===== config.mk =====
export PLATFORM = sky130hd
export DESIGN_NAME = jtpinpon_objscan
export DESIGN_NICKNAME = d
export VERILOG_FILES = /design/src/rtl/jtpinpon_objscan.sv
export SDC_FILE = /design/constraint.sdc
export NUM_CORES = 1
export LEC_CHECK = 0
export ABC_AREA = 0
export CORE_UTILIZATION = 35
export CTS_CLUSTER_DIAMETER = 150
export CTS_CLUSTER_SIZE = 16
export DETAILED_ROUTE_END_ITERATION = 6
export PLACE_DENSITY = 0.67
export SYNTH_ARGS = -nofsm -noshare
export SYNTH_HDL_FRONTEND = slang
export SYNTH_SLANG_ARGS = --single-unit

===== constraint.sdc =====
create_clock -name clk_i -period 4 [get_ports clk_i]
set_input_delay 0.8 -clock clk_i [delete_from_list [all_inputs] [get_ports clk_i]]
set_output_delay 0.8 -clock clk_i [all_outputs]
set_load 0.05 [all_outputs]

===== src/rtl/jtpinpon_objscan.sv =====
// jtpinpon_objscan: per-line object scheduler.
// Restarts on every line-start pulse, reads each object's 4 attribute bytes
// in index order, tests Y against the line being rendered and hands each hit
// to the line drawer with a draw/busy handshake.
//
// Ports:
//   clk_i, rst_i      system clock, synchronous active-high reset
//   cen2_i            clock enable shared with the drawer
//   hinit_x_i         line-start pulse (acts on any clk edge)
//   vdump_i           current video line
//   obj_addr_o        object RAM byte address {index, byte}
//   obj_dout_i        object RAM data, valid one clk after obj_addr_o
//   draw_o, busy_i    drawer handshake
//   xpos_o, ysub_o, pal_o, hflip_o, vflip_o, code_o   fields for the drawer
//   done_o            scan for the current line finished
//
// state  | meaning
// IDLE   | scan finished, waiting for the next line start
// RD0    | put byte0 (Y) address out
// RD1    | capture Y, address byte1
// RD2    | capture code, address byte2
// RD3    | capture flips/palette, address byte3
// RD4    | capture X
// CHECK  | Y compare, load drawer fields on a hit
// REQ    | wait for drawer idle, then pulse draw
// WAIT   | wait for the drawer to finish the object
// NEXT   | advance index or end the scan
module jtpinpon_objscan #(
  parameter int         OBJ_AW  = 6,
  parameter int         MAXOBJ  = 24,
  parameter logic [7:0] VOFFSET = 8'd1
) (
  input  logic              clk_i,
  input  logic              rst_i,
  input  logic              cen2_i,
  input  logic              hinit_x_i,
  input  logic [7:0]        vdump_i,
  output logic [OBJ_AW+1:0] obj_addr_o,
  input  logic [7:0]        obj_dout_i,
  output logic              draw_o,
  input  logic              busy_i,
  output logic [7:0]        xpos_o,
  output logic [3:0]        ysub_o,
  output logic [4:0]        pal_o,
  output logic              hflip_o,
  output logic              vflip_o,
  output logic [7:0]        code_o,
  output logic              done_o
);

  localparam int CW = $clog2(MAXOBJ + 1);

  typedef enum logic [3:0] {
    S_IDLE, S_RD0, S_RD1, S_RD2, S_RD3, S_RD4, S_CHECK, S_REQ, S_WAIT, S_NEXT
  } state_t;

  state_t              state_q, state_d;
  logic [OBJ_AW-1:0]   idx_q, idx_d;
  logic [CW-1:0]       cnt_q, cnt_d;
  logic [7:0]          vrender_q, vrender_d;
  logic [7:0]          y_q, y_d;
  logic [7:0]          tcode_q, tcode_d;
  logic [7:0]          tattr_q, tattr_d;
  logic [7:0]          tx_q, tx_d;
  logic [OBJ_AW+1:0]   addr_q, addr_d;
  logic                draw_q, draw_d;
  logic                done_q, done_d;
  logic [7:0]          xpos_q, xpos_d;
  logic [3:0]          ysub_q, ysub_d;
  logic [4:0]          pal_q, pal_d;
  logic                hflip_q, hflip_d;
  logic                vflip_q, vflip_d;
  logic [7:0]          code_q, code_d;

  logic [7:0] ydiff;
  logic       hit;
  logic       last_idx;
  logic       cnt_full;
  logic       wait_over;

  assign ydiff    = vrender_q - y_q;
  // Y==0 marks an unused slot
  assign hit      = (ydiff[7:4] == 4'd0) && (y_q != 8'd0);
  assign last_idx = &idx_q;
  assign cnt_full = (cnt_q == CW'(MAXOBJ));
  // busy from the drawer only becomes visible one cen2 period after it
  // sampled draw, so the first WAIT period (draw still high) never exits.
  assign wait_over = !draw_q && !busy_i;

  always_ff @(posedge clk_i) begin
    if (rst_i) begin
      state_q   <= S_IDLE;
      idx_q     <= '0;
      cnt_q     <= '0;
      vrender_q <= '0;
      y_q       <= '0;
      tcode_q   <= '0;
      tattr_q   <= '0;
      tx_q      <= '0;
      addr_q    <= '0;
      draw_q    <= 1'b0;
      done_q    <= 1'b1;
      xpos_q    <= '0;
      ysub_q    <= '0;
      pal_q     <= '0;
      hflip_q   <= 1'b0;
      vflip_q   <= 1'b0;
      code_q    <= '0;
    end else begin
      state_q   <= state_d;
      idx_q     <= idx_d;
      cnt_q     <= cnt_d;
      vrender_q <= vrender_d;
      y_q       <= y_d;
      tcode_q   <= tcode_d;
      tattr_q   <= tattr_d;
      tx_q      <= tx_d;
      addr_q    <= addr_d;
      draw_q    <= draw_d;
      done_q    <= done_d;
      xpos_q    <= xpos_d;
      ysub_q    <= ysub_d;
      pal_q     <= pal_d;
      hflip_q   <= hflip_d;
      vflip_q   <= vflip_d;
      code_q    <= code_d;
    end
  end

  always_comb begin
    state_d = state_q;
    if (hinit_x_i) begin
      state_d = S_RD0;
    end else if (cen2_i) begin
      case (state_q)
        S_IDLE:  state_d = S_IDLE;
        S_RD0:   state_d = S_RD1;
        S_RD1:   state_d = S_RD2;
        S_RD2:   state_d = S_RD3;
        S_RD3:   state_d = S_RD4;
        S_RD4:   state_d = S_CHECK;
        S_CHECK: state_d = hit ? S_REQ : S_NEXT;
        S_REQ:   if (!busy_i) state_d = S_WAIT;
        S_WAIT:  if (wait_over) state_d = S_NEXT;
        S_NEXT:  state_d = (last_idx || cnt_full) ? S_IDLE : S_RD0;
        default: state_d = S_IDLE;
      endcase
    end
  end

  always_comb begin
    idx_d     = idx_q;
    cnt_d     = cnt_q;
    vrender_d = vrender_q;
    y_d       = y_q;
    tcode_d   = tcode_q;
    tattr_d   = tattr_q;
    tx_d      = tx_q;
    addr_d    = addr_q;
    draw_d    = draw_q;
    done_d    = done_q;
    xpos_d    = xpos_q;
    ysub_d    = ysub_q;
    pal_d     = pal_q;
    hflip_d   = hflip_q;
    vflip_d   = vflip_q;
    code_d    = code_q;
    if (hinit_x_i) begin
      vrender_d = vdump_i + VOFFSET;
      idx_d     = '0;
      cnt_d     = '0;
      draw_d    = 1'b0;
      done_d    = 1'b0;
    end else if (cen2_i) begin
      case (state_q)
        S_IDLE: done_d = 1'b1;
        S_RD0:  addr_d = {idx_q, 2'd0};
        S_RD1: begin
          y_d    = obj_dout_i;
          addr_d = {idx_q, 2'd1};
        end
        S_RD2: begin
          tcode_d = obj_dout_i;
          addr_d  = {idx_q, 2'd2};
        end
        S_RD3: begin
          tattr_d = obj_dout_i;
          addr_d  = {idx_q, 2'd3};
        end
        S_RD4: tx_d = obj_dout_i;
        S_CHECK: begin
          // fields only change on a hit so they stay valid through draw
          if (hit) begin
            xpos_d  = tx_q;
            ysub_d  = ydiff[3:0];
            pal_d   = tattr_q[4:0];
            hflip_d = tattr_q[7];
            vflip_d = tattr_q[6];
            code_d  = tcode_q;
          end
        end
        S_REQ: if (!busy_i) draw_d = 1'b1;
        S_WAIT: begin
          draw_d = 1'b0;
          if (wait_over) cnt_d = cnt_q + CW'(1);
        end
        S_NEXT: begin
          if (last_idx || cnt_full) done_d = 1'b1;
          else                      idx_d  = idx_q + OBJ_AW'(1);
        end
        default: ;
      endcase
    end
  end

  assign obj_addr_o = addr_q;
  assign draw_o     = draw_q;
  assign done_o     = done_q;
  assign xpos_o     = xpos_q;
  assign ysub_o     = ysub_q;
  assign pal_o      = pal_q;
  assign hflip_o    = hflip_q;
  assign vflip_o    = vflip_q;
  assign code_o     = code_q;

endmodule


---- Word-level counts from Yosys, hierarchy flattened ----
Cells that the tools add are included.
W data, S select, Z words.
word-level totals
  word-level logic and storage cells ...... 79
  bits in registers ....................... 92
  input bits .............................. 21
operators by class
  reduce and logical (&&, ||, !) cells .... 26
  bitwise gates (word level) .............. 2
  add/subtract/negate cells ............... 4
  eq/ne operators ......................... 15
  multiplexer cells ....................... 14
operator list
  operator               count
  $pmux W4 S9            1
  $reduce_and A3 Y1      11
  $pmux W8 S4            1
  $eq A4 B3 Y1 const B   4
  $mux W4                3
  $ne A3 B3 Y1 const B   3
  $add A8 B1 Y8 const B  1
  $eq A4 B2 Y1 const B   2
  $eq A4 B4 Y1 const B   2
  $logic_not A4 Y1       2
  $reduce_bool A8 Y1     1
  $sub A8 B8 Y8          1
  $mux W1                7
  $add A6 B1 Y6 const B  1
  $reduce_and A6 Y1      1
  $add A5 B1 Y5 const B  1
  $eq A5 B5 Y1 const B   1
  $eq A4 B1 Y1 const B   1
  $ne A2 B2 Y1 const B   2
  $pmux W1 S2            2
  $reduce_and A4 Y1      1
  $reduce_bool A2 Y1     2
  $reduce_bool A4 Y1     1
  $reduce_bool A3 Y1     1
  5 further kinds        8

---- Depth between registers and ports, before layout ----
Gate-level depths: netlist (run 1).
  depth in word-level cells ............... 7
  gate-level depth with buffers ........... 12

---- Worst setup path after synthesis (run 1) ----
OpenSTA, ideal clock, no wires.
  kind .................................... register -> register
  start point ............................. register vrender_q[0]
  end point ............................... register pal_q[4], in the netlist pal_o[4]
  required time ........................... 3.868 ns
  period minus slack after synthesis ...... 2.194 ns
  path buffers ............................ 1
  cell stages (with the launch flop) ...... 12
  arrival time ............................ 2.062 ns
  path slack .............................. 1.806 ns
  cell sequence ........................... dfxtp_1 inv_1 ha_1 inv_1 fa_1 a211o_1 nand4_1 o2bb2ai_1 nand4_2 buf_2 o21ai_0 a21oi_1
between the ends
  word-level cells in the longest chain between the ends .. 4
ends and longest elaborated chain
  element                      line  source
  start, declared              60    logic [7:0] vrender_q, vrender_d;
  start signal, assigned       113   vrender_q <= vrender_d;
  $sub A8 B8 Y8                81    assign ydiff = vrender_q - y_q;
  $logic_not A4 Y1             83    assign hit = (ydiff[7:4] == 4'd0) && (y_q != 8'd0);
  $logic_and A1 B1 Y1          83
  $reduce_and A4 Y1 (no line)  n/a
  end signal, assigned         123   pal_q <= pal_d;
  end, declared                70    logic [4:0] pal_q, pal_d;
No other way between the ends.
A chain may end at the register's enable or synchronous reset.

---- Final worst setup path (run 1) ----
  start point ............................. input port hinit_x_i
  end point ............................... register tx_q[7]
between the ends
  word-level cells in the longest chain between the ends .. 2
ends and longest elaborated chain
  element                      line  source
  start, declared              36    input logic hinit_x_i,
  $not A1 Y1 (no line)         n/a
  $reduce_and A3 Y1 (no line)  n/a
  end signal, assigned         117   tx_q <= tx_d;
  end, declared                64    logic [7:0] tx_q, tx_d;
No other way between the ends.

==> qor.yml, run 1 <==
slew-limit-headroom: 0.389
clkTransAtPathRegs_ps: 70
pwr-share-clk: 0.432
mostFrequentLayoutCell: "dfxtp_1"
final_nets: 548
outcome: "finished, violations left"
synth_fp_nets: 507
ys_seq_area_frac: 0.433
start_kind: "input port"
ant_nets: 0
synth-seq-cells: 91
hold_violations: 0
finalWirelength_um: 9540
hp-class: "register to register"
ys.flop_type: "dfxtp_1"
netlist_instances: 474
drt_iter0_drc: 179
core_mm2: 0.0116
worstRegToRegCells: 11
required_ps: 4200
skew_ps: 8.11
fp.dieArea_mm2: 0.0125
violations: "design-rule violations"
cellLeakagePower_nw: 1.96
drv_cap: 0
p_seq_frac: 0.479
met1_length_um: 4780
htreeDepth: 3
p_total_mw: 1.92
hold_buffers: 0
highest_layer: "met4"
antenna_found_initial: 0
cts.path.max_buffers: 2
peakVddDrop_v: 0.000203
path_class: "input port to register"
dpl.hpwl_um: 6730
ys_warn_count: 0
max_slew.worst_pin.slew_ps: 916
wl_per_cell_um: 14.4
wl_met3_um: 382
post_cts_resized: 0
dr.pass1.iters: 7
num_io_pins: 58
wl_met2_um: 4300
cp-startpoint: "hinit_x_i"
rsz0062_at_grt: "false"
cts_tree: "yes"
arrival_ps: 2850
port_buffers: 57
setup_tns_ps: 0
die_h_um: 112
drc: 5
ys_types: 56
cts_sinks: 91
worstSetupEndpointType: "register"
syn-cell-area_mm2: 0.00420
worstPathMaxFanout: 20
synthArstFlopShare: 0
fin_crit_ps: 2650
grt_pass1_wl_um: 16600
viasPerCell: 5.35
p_int_mw: 1.41
cts_buffers: 9
drive_above_1_share: 0.0731
rr_startpoint: "vrender_q[0]"
first_global_vias: 3431
power.density_mw_per_mm2: 376
postSynthAreaPerCell_um2: 8.87
final_cell_mix: "dfxtp_1, nor2_1, clkdlybuf4s50_1"
cp-endpoint: "tx_q[7]"
p_sw_uw: 511
period_share: 0.662
chipWidth_um: 112
p_comb_frac: 0.089
synth-edff-count: 0
cts_setup_buffers: 0
track_usage: 0.163
clk-insertion-delay-late_ps: 340
start_util: 0.363
rows: 39
vias: 3549
rrSetupSlack_ps: 1400
fill_cells: 1142
grt_max_degree: 68
switching_share: 0.266
syn_to_final_growth_pct: 21.6
timing.rr.end: "state_q[2]"
setup_viol: 0
fmax_mhz: 378
root_buffer: "clkbuf_16"
insertedDiodeCount: 0
slew_violations: 0
gr-total-overflow: 0
gp_congestion: 0.809
[per-layer routing]
| metal | GRT usage | up-vias |
|---|---|---|
| met5 | 0 | - |
| met1 | 0.220 | 1670 |
| met3 | 0.0348 | 8 |
| met2 | 0.264 | 91 |
| met4 | 0.0450 | 0 |
| li1 | - | 1780 |
[worst min-delay path by stage]
stage | start | end | slack [ps] | depth (start not counted)
floorplan | y_q[4] | y_q[4] | 440 | 2
global placement | code_o[0] | code_o[0] | 460 | 2
detailed placement | tx_q[0] | xpos_o[0] | 470 | 2
CTS | tx_q[1] | xpos_o[1] | 480 | 2
global route | tcode_q[7] | code_o[7] | 490 | 2
finish | tx_q[1] | xpos_o[1] | 470 | 2
[per-stage QoR]
stage | instances | hold slack, ps | instance area [µm²] | setup slack [ps] | utilization
finish | 663 | 470 | 5110 | 1350 | 0.442
global placement | 647 | 460 | 4820 | 1040 | 0.417
floorplan | 474 | 444 | 4200 | 1810 | -
global route | 663 | 494 | 5110 | 1170 | 0.442
detailed placement | 647 | 466 | 4820 | 1020 | 0.417
CTS | 663 | 476 | 5110 | 1380 | 0.442
[synth_stat cells (11+ instances only)]
master | number | area [µm²]
dfxtp_1 | 91 | 1820
nor2_1 | 59 | 221
a21oi_1 | 47 | 235
mux2i_1 | 32 | 320
nand4_1 | 31 | 194
o21ai_0 | 27 | 135
nand2_1 | 20 | 75.1
clkbuf_1 | 19 | 71.3
nand3_1 | 16 | 80.1
inv_1 | 12 | 45.0
xor2_1 | 12 | 105
ha_1 | 11 | 138
[state kept, by name, summed over array words and instances (netlist names), 4 cells and up]
name        count
obj_addr_o      8
idx_q           6
tcode_q         8
pal_o           5
tx_q            8
cnt_q           5
y_q             8
tattr_q         7
code_o          8
vrender_q       8
ysub_o          4
state_q         4
xpos_o          8
[power groups by stage]
stage / sequential (mW) / combinational (mW) / clock, mW
floorplan: 0.940 / 0.127 / 0
global placement: 0.943 / 0.166 / 0
detailed placement: 0.943 / 0.171 / 0
CTS: 0.922 / 0.171 / 0.841
global route: 0.923 / 0.189 / 0.887
finish: 0.922 / 0.171 / 0.832
[worst max-delay path, stage by stage]
cell and delay (ps):
clkdlybuf4s50_1 390, buf_4 200, nand2b_1 240, nor2_1 260, nand4b_1 560, mux2i_1 340, nor2_1 70
[cell families after synthesis]
family	synth area share
simple gates	0.195
mux	0.0762
buf+inv	0.0530
xor+xnor	0.0375
fa+ha+maj	0.0375
flops	0.433
compound gates	0.167
[area by class of cell]
class	instances	area [µm²]	area share
Clock buffer	9	225	0.0441
Clock inverter	7	65.1	0.0127
Inverter	12	45.0	0.00881
Multi-Input combinational cell	337	2160	0.422
Sequential cell	91	1820	0.356
Tap cell	143	179	0.0350
Timing Repair Buffer	64	618	0.121
(Power assumes the default switching activity.)
==> run 2, diff against run 1 <==
Settings changed: PLACE_DENSITY 0.67 to 0.69.
Clock period 4 ns to 2.3 ns, I/O delays scaled along.
==> run 2 against run 1 <==
Net effect: the flow still finishes with violations (design-rule violations); setup slack got worse by 1300 ps; largest cell class unchanged; register-to-register slack got worse by 1400 ps; design area rose by 7.0%; clock power rose by 74%; non-clock buffer count rose by 18; clock skew rose by 0.72 ps; combinational power rose to 2.5 times the previous value; core utilization rose by 3.1 points; routed wire length rose by 6.8%; hold slack got worse by 0.59 ps.
==> qor.yml, run 2 (synthesized netlist as in run 1, its figures left out) <==
outcome: "finished, violations left"
violations: "design-rule violations"
cts_buffers: 9  # unchanged
track_usage: 0.166  # +0.00308
syn_to_final_growth_pct: 30.1
viasPerCell: 5.36  # +0.13%
critPathTopFamily: "compound AO/OA/AOI/OAI gates"
grtUsageMet2: 0.264  # -0.000417
cp_cell_sequence: "ha_4 > inv_2 > fa_2 > a211o_1 > nand4_1 > o2bb2ai_4 > o21a_4 > clkbuf_16 > nand4_1 > a21oi_1"
cts.path.max_buffers: 2  # unchanged
met3_usage: 0.0435  # +0.00871
start_kind: "register"
drc: 7  # +2
cellLeakagePower_nw: 2.11  # +7.3%
clk-insertion-delay-late_ps: 340  # about the same
gr-total-overflow: 0  # unchanged
arrival_ps: 2550  # -300 ps
htreeDepth: 3  # unchanged
grt_pass1_wl_um: 16900  # +1.6%
root_buffer: "clkbuf_16"
finalWirelength_um: 10200  # +6.8%
die_h_um: 112  # unchanged
met1_usage: 0.224  # +0.00377
fin_crit_ps: 2280
timing.hold.ws_ps: 470  # -0.594 ps
path_class: "register to register"
placed_cell_area_mm2: 0.00500  # +3.6%
peakVddDrop_v: 0.000395  # +95%
dr.pass1.iters: 7  # unchanged
antenna_found_initial: 0  # unchanged
slew_violations: 0  # unchanged
port_buffers: 57  # unchanged
hp-class: "register to register"
fin_area_mm2: 0.00547  # +7.0%
hold_violations: 0  # unchanged
drt_iter0_drc: 306  # +71%
clkTransAtPathRegs_ps: 70  # about the same
crit_buf_inv: 2  # unchanged
gp_congestion: 0.853  # +5.4%
required_ps: 2570  # -1630 ps
period_share: 0.991
fin_util: 0.473  # +0.0308
max_stage_delay_ps: 370  # -190 ps
num_io_pins: 58  # unchanged
first_global_vias: 3437  # +0.17%
start_util: 0.363  # unchanged
worstRegToRegCells: 10  # -1
worst_path_max_delay_cell: "dfxtp_1"
vias: 3650  # +2.8%
power.density_mw_per_mm2: 637  # +69%
wl_per_cell_um: 15.0  # +4.0%
busiest_layer: "met2"
hold_buffers: 0  # unchanged
insertedDiodeCount: 0  # unchanged
setup_tns_ps: 0  # unchanged
cts_sinks: 91  # unchanged
final_nets: 566  # +3.3%
drv_cap: 0  # unchanged
setup_viol: 0  # unchanged
rows: 39  # unchanged
chipWidth_um: 112  # unchanged
rsz0062_at_grt: "true"
max_slew.worst_pin.slew_ps: 558  # -357 ps
worst_path_most_repeated_cell: "nand4_1"
hold_depth: 2  # unchanged
p_total_mw: 3.48  # +81%
worstPathMaxFanout: 5  # -75%
worst-path-stages: 10  # +3
slew-limit-headroom: 0.627  # +0.238
ant_nets: 0  # unchanged
core_mm2: 0.0116  # unchanged
fp.dieArea_mm2: 0.0125  # unchanged
worstSetupEndpointType: "register"
mostFrequentLayoutCell: "dfxtp_1"
dpl.hpwl_um: 7020  # +4.3%
drive_above_1_share: 0.132  # +0.0589
cts_tree: "yes"
fmax_mhz: 439
skew_ps: 8.83  # +0.717 ps
final_cell_mix: "dfxtp_1, nor2_1, clkdlybuf4s50_1"
grt_max_degree: 60  # -12%
run 2: area by class of cell:
class | instances | area [µm²]
clock buffers | 11 | 253
clock inverters | 5 | 42.5
fillers | 1106 | 6100
inverters | 12 | 45.0
multi-input cells | 337 | 2260
flip-flops and latches | 91 | 1820
well taps | 143 | 179
repair buffers | 82 | 865
run 2: worst min-delay path: stages, from the launching register on:
cell and delay, ps:
dfxtp_1 320, o21ai_2 50, a21oi_1 50
run 2: repair_timing:
item,4_1_cts,5_1_grt
endpoints found under the setup margin,28,30
buffers inserted,1,0
resized for setup,4,42
gates cloned,1,1
pin swaps,1,31
run 2: stage by stage:
step,instances,worst slack (ps)
6_report,681,20.4
5_1_grt,681,-92.8
4_1_cts,680,0.320
3_5_place_dp,662,-50.0
3_3_place_gp,662,16.4
2_1_floorplan,474,106
run 2: path summary, 6_finish.rpt:
path,startpoint,end,slack (ps)
min,xpos_o[1],xpos_o[1],470
min reg2reg,xpos_o[1],xpos_o[1],470
max,y_q[0],code_o[1],20
max reg2reg,y_q[0],code_o[1],20
run 2: layer usage:
layer  share of wire  routed length (µm)
met5               0                   0
met1            0.48                4860
met2            0.47                4760
met4           0.011                 113
met3           0.044                 444
run 2: power by group:
| group | internal, mW | leakage, nW | total (mW) | switching, mW |
|---|---|---|---|---|
| Clock | 0.805 | 0.148 | 1.45 | 0.641 |
| Combinational | 0.193 | 1.22 | 0.432 | 0.239 |
| Sequential | 1.59 | 0.736 | 1.60 | 0.0147 |
| Total | 2.59 | 2.11 | 3.48 | 0.895 |
==> run 3, diff against run 2 <==
Settings changed: GPL_TIMING_DRIVEN from default to 0.
==> run 3 against run 2 <==
Net effect: the run ends with design-rule violations, negative setup slack left; routed wire length is 9.8% higher; via count is 5.0% higher; clock power is 3% higher; non-clock buffer count is 24 higher; setup slack worse by 69 ps; sequential share of layout area is 0.41 points lower; sequential cell count stayed put; sequential power hardly changed; critical path type unchanged; largest cell class unchanged; largest power group unchanged.
==> qor.yml, run 3 (synthesized netlist as in run 1, its figures left out) <==
worstPathMaxFanout: 7  # +2
max_slew.worst_pin.slew_ps: 664  # +106 ps
rsz0062_at_grt: "true"
grt_max_degree: 20  # -67%
required_ps: 2560  # about the same
cts_sinks: 91  # unchanged
num_io_pins: 58  # unchanged
cts_tree: "yes"
worst_path_most_repeated_cell: "inv_2"
syn_to_final_growth_pct: 31.9
slew-limit-headroom: 0.557  # -0.0700
drive_above_1_share: 0.131  # -0.000532
worstSetupEndpointType: "register"
slew_violations: 0  # unchanged
power.density_mw_per_mm2: 641  # +0.68%
cp-startpoint: "vrender_q[0]"
cts_buffers: 9  # unchanged
max_stage_delay_ps: 330  # -40 ps
insertedDiodeCount: 0  # unchanged
drt_iter0_drc: 255  # -17%
start_util: 0.363  # unchanged
fmax_mhz: 426  # -2.9%
dr.pass1.iters: 7  # unchanged
vias: 3834  # +5.0%
cp_cell_sequence: "inv_2 > ha_4 > inv_2 > fa_2 > a211o_1 > nand4_1 > o2bb2ai_4 > o21a_1 > buf_6 > nand2_1 > a221oi_2"
rrSetupSlack_ps: -50  # -70 ps
mostFrequentLayoutCell: "dfxtp_1"
worstRegToRegCells: 11  # +1
final_cell_mix: "dfxtp_1, nor2_1, clkdlybuf4s50_1"
skew_ps: 15.0  # +6.14 ps
fin_crit_ps: 2350  # +68.9 ps
timing.rr.end: "state_q[2]"
period_share: 1.02  # +0.0300
hold_start: "y_q[3]"
final_cells: 706  # +3.7%
ant_nets: 0  # unchanged
rows: 39  # unchanged
peakVddDrop_v: 0.000382  # -3.4%
hold_violations: 0  # unchanged
final_nets: 591  # +4.4%
start_kind: "register"
finalWirelength_um: 11200  # +9.8%
htreeDepth: 3  # unchanged
root_buffer: "clkbuf_16"
core_mm2: 0.0116  # unchanged
first_global_vias: 3534  # +2.8%
clkTransAtPathRegs_ps: 70  # about the same
gr-total-overflow: 0  # unchanged
hold_depth: 2  # unchanged
path_class: "register to register"
chipWidth_um: 112  # unchanged
cellLeakagePower_nw: 2.13  # +0.95%
dp.cells: 673  # +1.7%
track_usage: 0.178  # +0.0120
arrival_ps: 2600  # +50 ps
outcome: "finished, violations left"
wl_per_cell_um: 15.8  # +5.9%
rr_startpoint: "vrender_q[0]"
drc: 7  # unchanged
grt_pass1_wl_um: 17600  # +4.3%
worst_hold_path.endpoint: "y_q[3]"
clk-insertion-delay-late_ps: 350  # about the same
worst_path_max_delay_cell: "fa_2"
fp.dieArea_mm2: 0.0125  # unchanged
port_buffers: 56  # -1.8%
viasPerCell: 5.43  # +1.3%
antenna_found_initial: 0  # unchanged
gp_congestion: 0.878  # +2.9%
setup_tns_ps: -302  # -302 ps
hp-class: "register to register"
setup_viol: 16  # +16
cts.path.max_buffers: 2  # unchanged
dpl.hpwl_um: 7610  # +8.5%
setup_ws_ps: -48.5  # -68.9 ps
violations: "design-rule violations, negative setup slack"
die_h_um: 112  # unchanged
drv_cap: 0  # unchanged
==> run 3: cell count changes in the layout (fill, tap and decap cells not counted), sizes merged <==
| cell | before | now |
|---|---|---|
| clkinv | 3 | 4 |
| buf | 25 | 28 |
| clkinvlp | 0 | 1 |
| nand4 | 32 | 33 |
| clkbuf | 12 | 31 |
==> run 3: through the flow <==
stage          utilization  area, µm²  hold slack, ps  worst slack, ps  total power [mW]
2_1_floorplan            -       4200             444              106              1.86
3_3_place_gp         0.427       4940             456             -508              1.96
3_5_place_dp         0.427       4940             464             -535              1.97
4_1_cts              0.464       5370             477            -26.3              3.49
5_1_grt              0.479       5540             490             -147              3.68
6_report             0.479       5540             475            -48.5              3.55
==> run 3: area by class of cell <==
type	instances	area, µm²
Clock buffer	9	225
Buffer	34	203
Sequential cell	91	1820
Multi-Input combinational cell	338	2260
Fill cell	1074	6020
Inverter	12	45.0
Clock inverter	7	80.1
Tap cell	143	179
Timing Repair Buffer	72	727
==> run 3: how the worst max path moves through the flow <==
| stage | to | depth (start not counted) |
|---|---|---|
| final | state_q[2] | 11 |
| after global routing | xpos_o[3] | 12 |
| after CTS | xpos_o[6] | 12 |
| after detailed placement | ysub_o[1] | 7 |
| after global placement | pal_o[4] | 7 |
| after floorplan | pal_o[4] | 11 |
==> run 3: layer usage <==
| metal | GRT usage | part of all wire | up-vias |
|---|---|---|---|
| li1 | - | - | 1866 |
| met1 | 0.236 | 0.47 | 1808 |
| met2 | 0.284 | 0.45 | 143 |
| met3 | 0.0419 | 0.062 | 17 |
| met4 | 0.0649 | 0.018 | 0 |
| met5 | 0 | 0 | - |
==> run 3: worst max-delay path: cells and delay by family, from the launching register on <==
family	cells	cell delay, ps
compound gates	4	910
buf+inv	3	270
flops	1	320
fa+ha+maj	2	460
simple gates	2	290
==> run 3: power breakdown <==
group	internal (mW)	switching [mW]	leakage (nW)	total, mW
Combinational	0.205	0.262	1.25	0.467
Clock	0.771	0.717	0.145	1.49
Sequential	1.59	0.00918	0.736	1.60
Total	2.56	0.989	2.13	3.55
==> run 3: repair_timing <==
item | 4_1_cts | 5_1_grt
gates resized for setup | 16 | 17
hold buffers | 0 | 0
endpoints found under the setup margin | 30 | 30
pin swaps | 8 | 27
setup buffers | 5 | 6
gates cloned | 2 | 4
hold endpoints to repair | 0 | 0
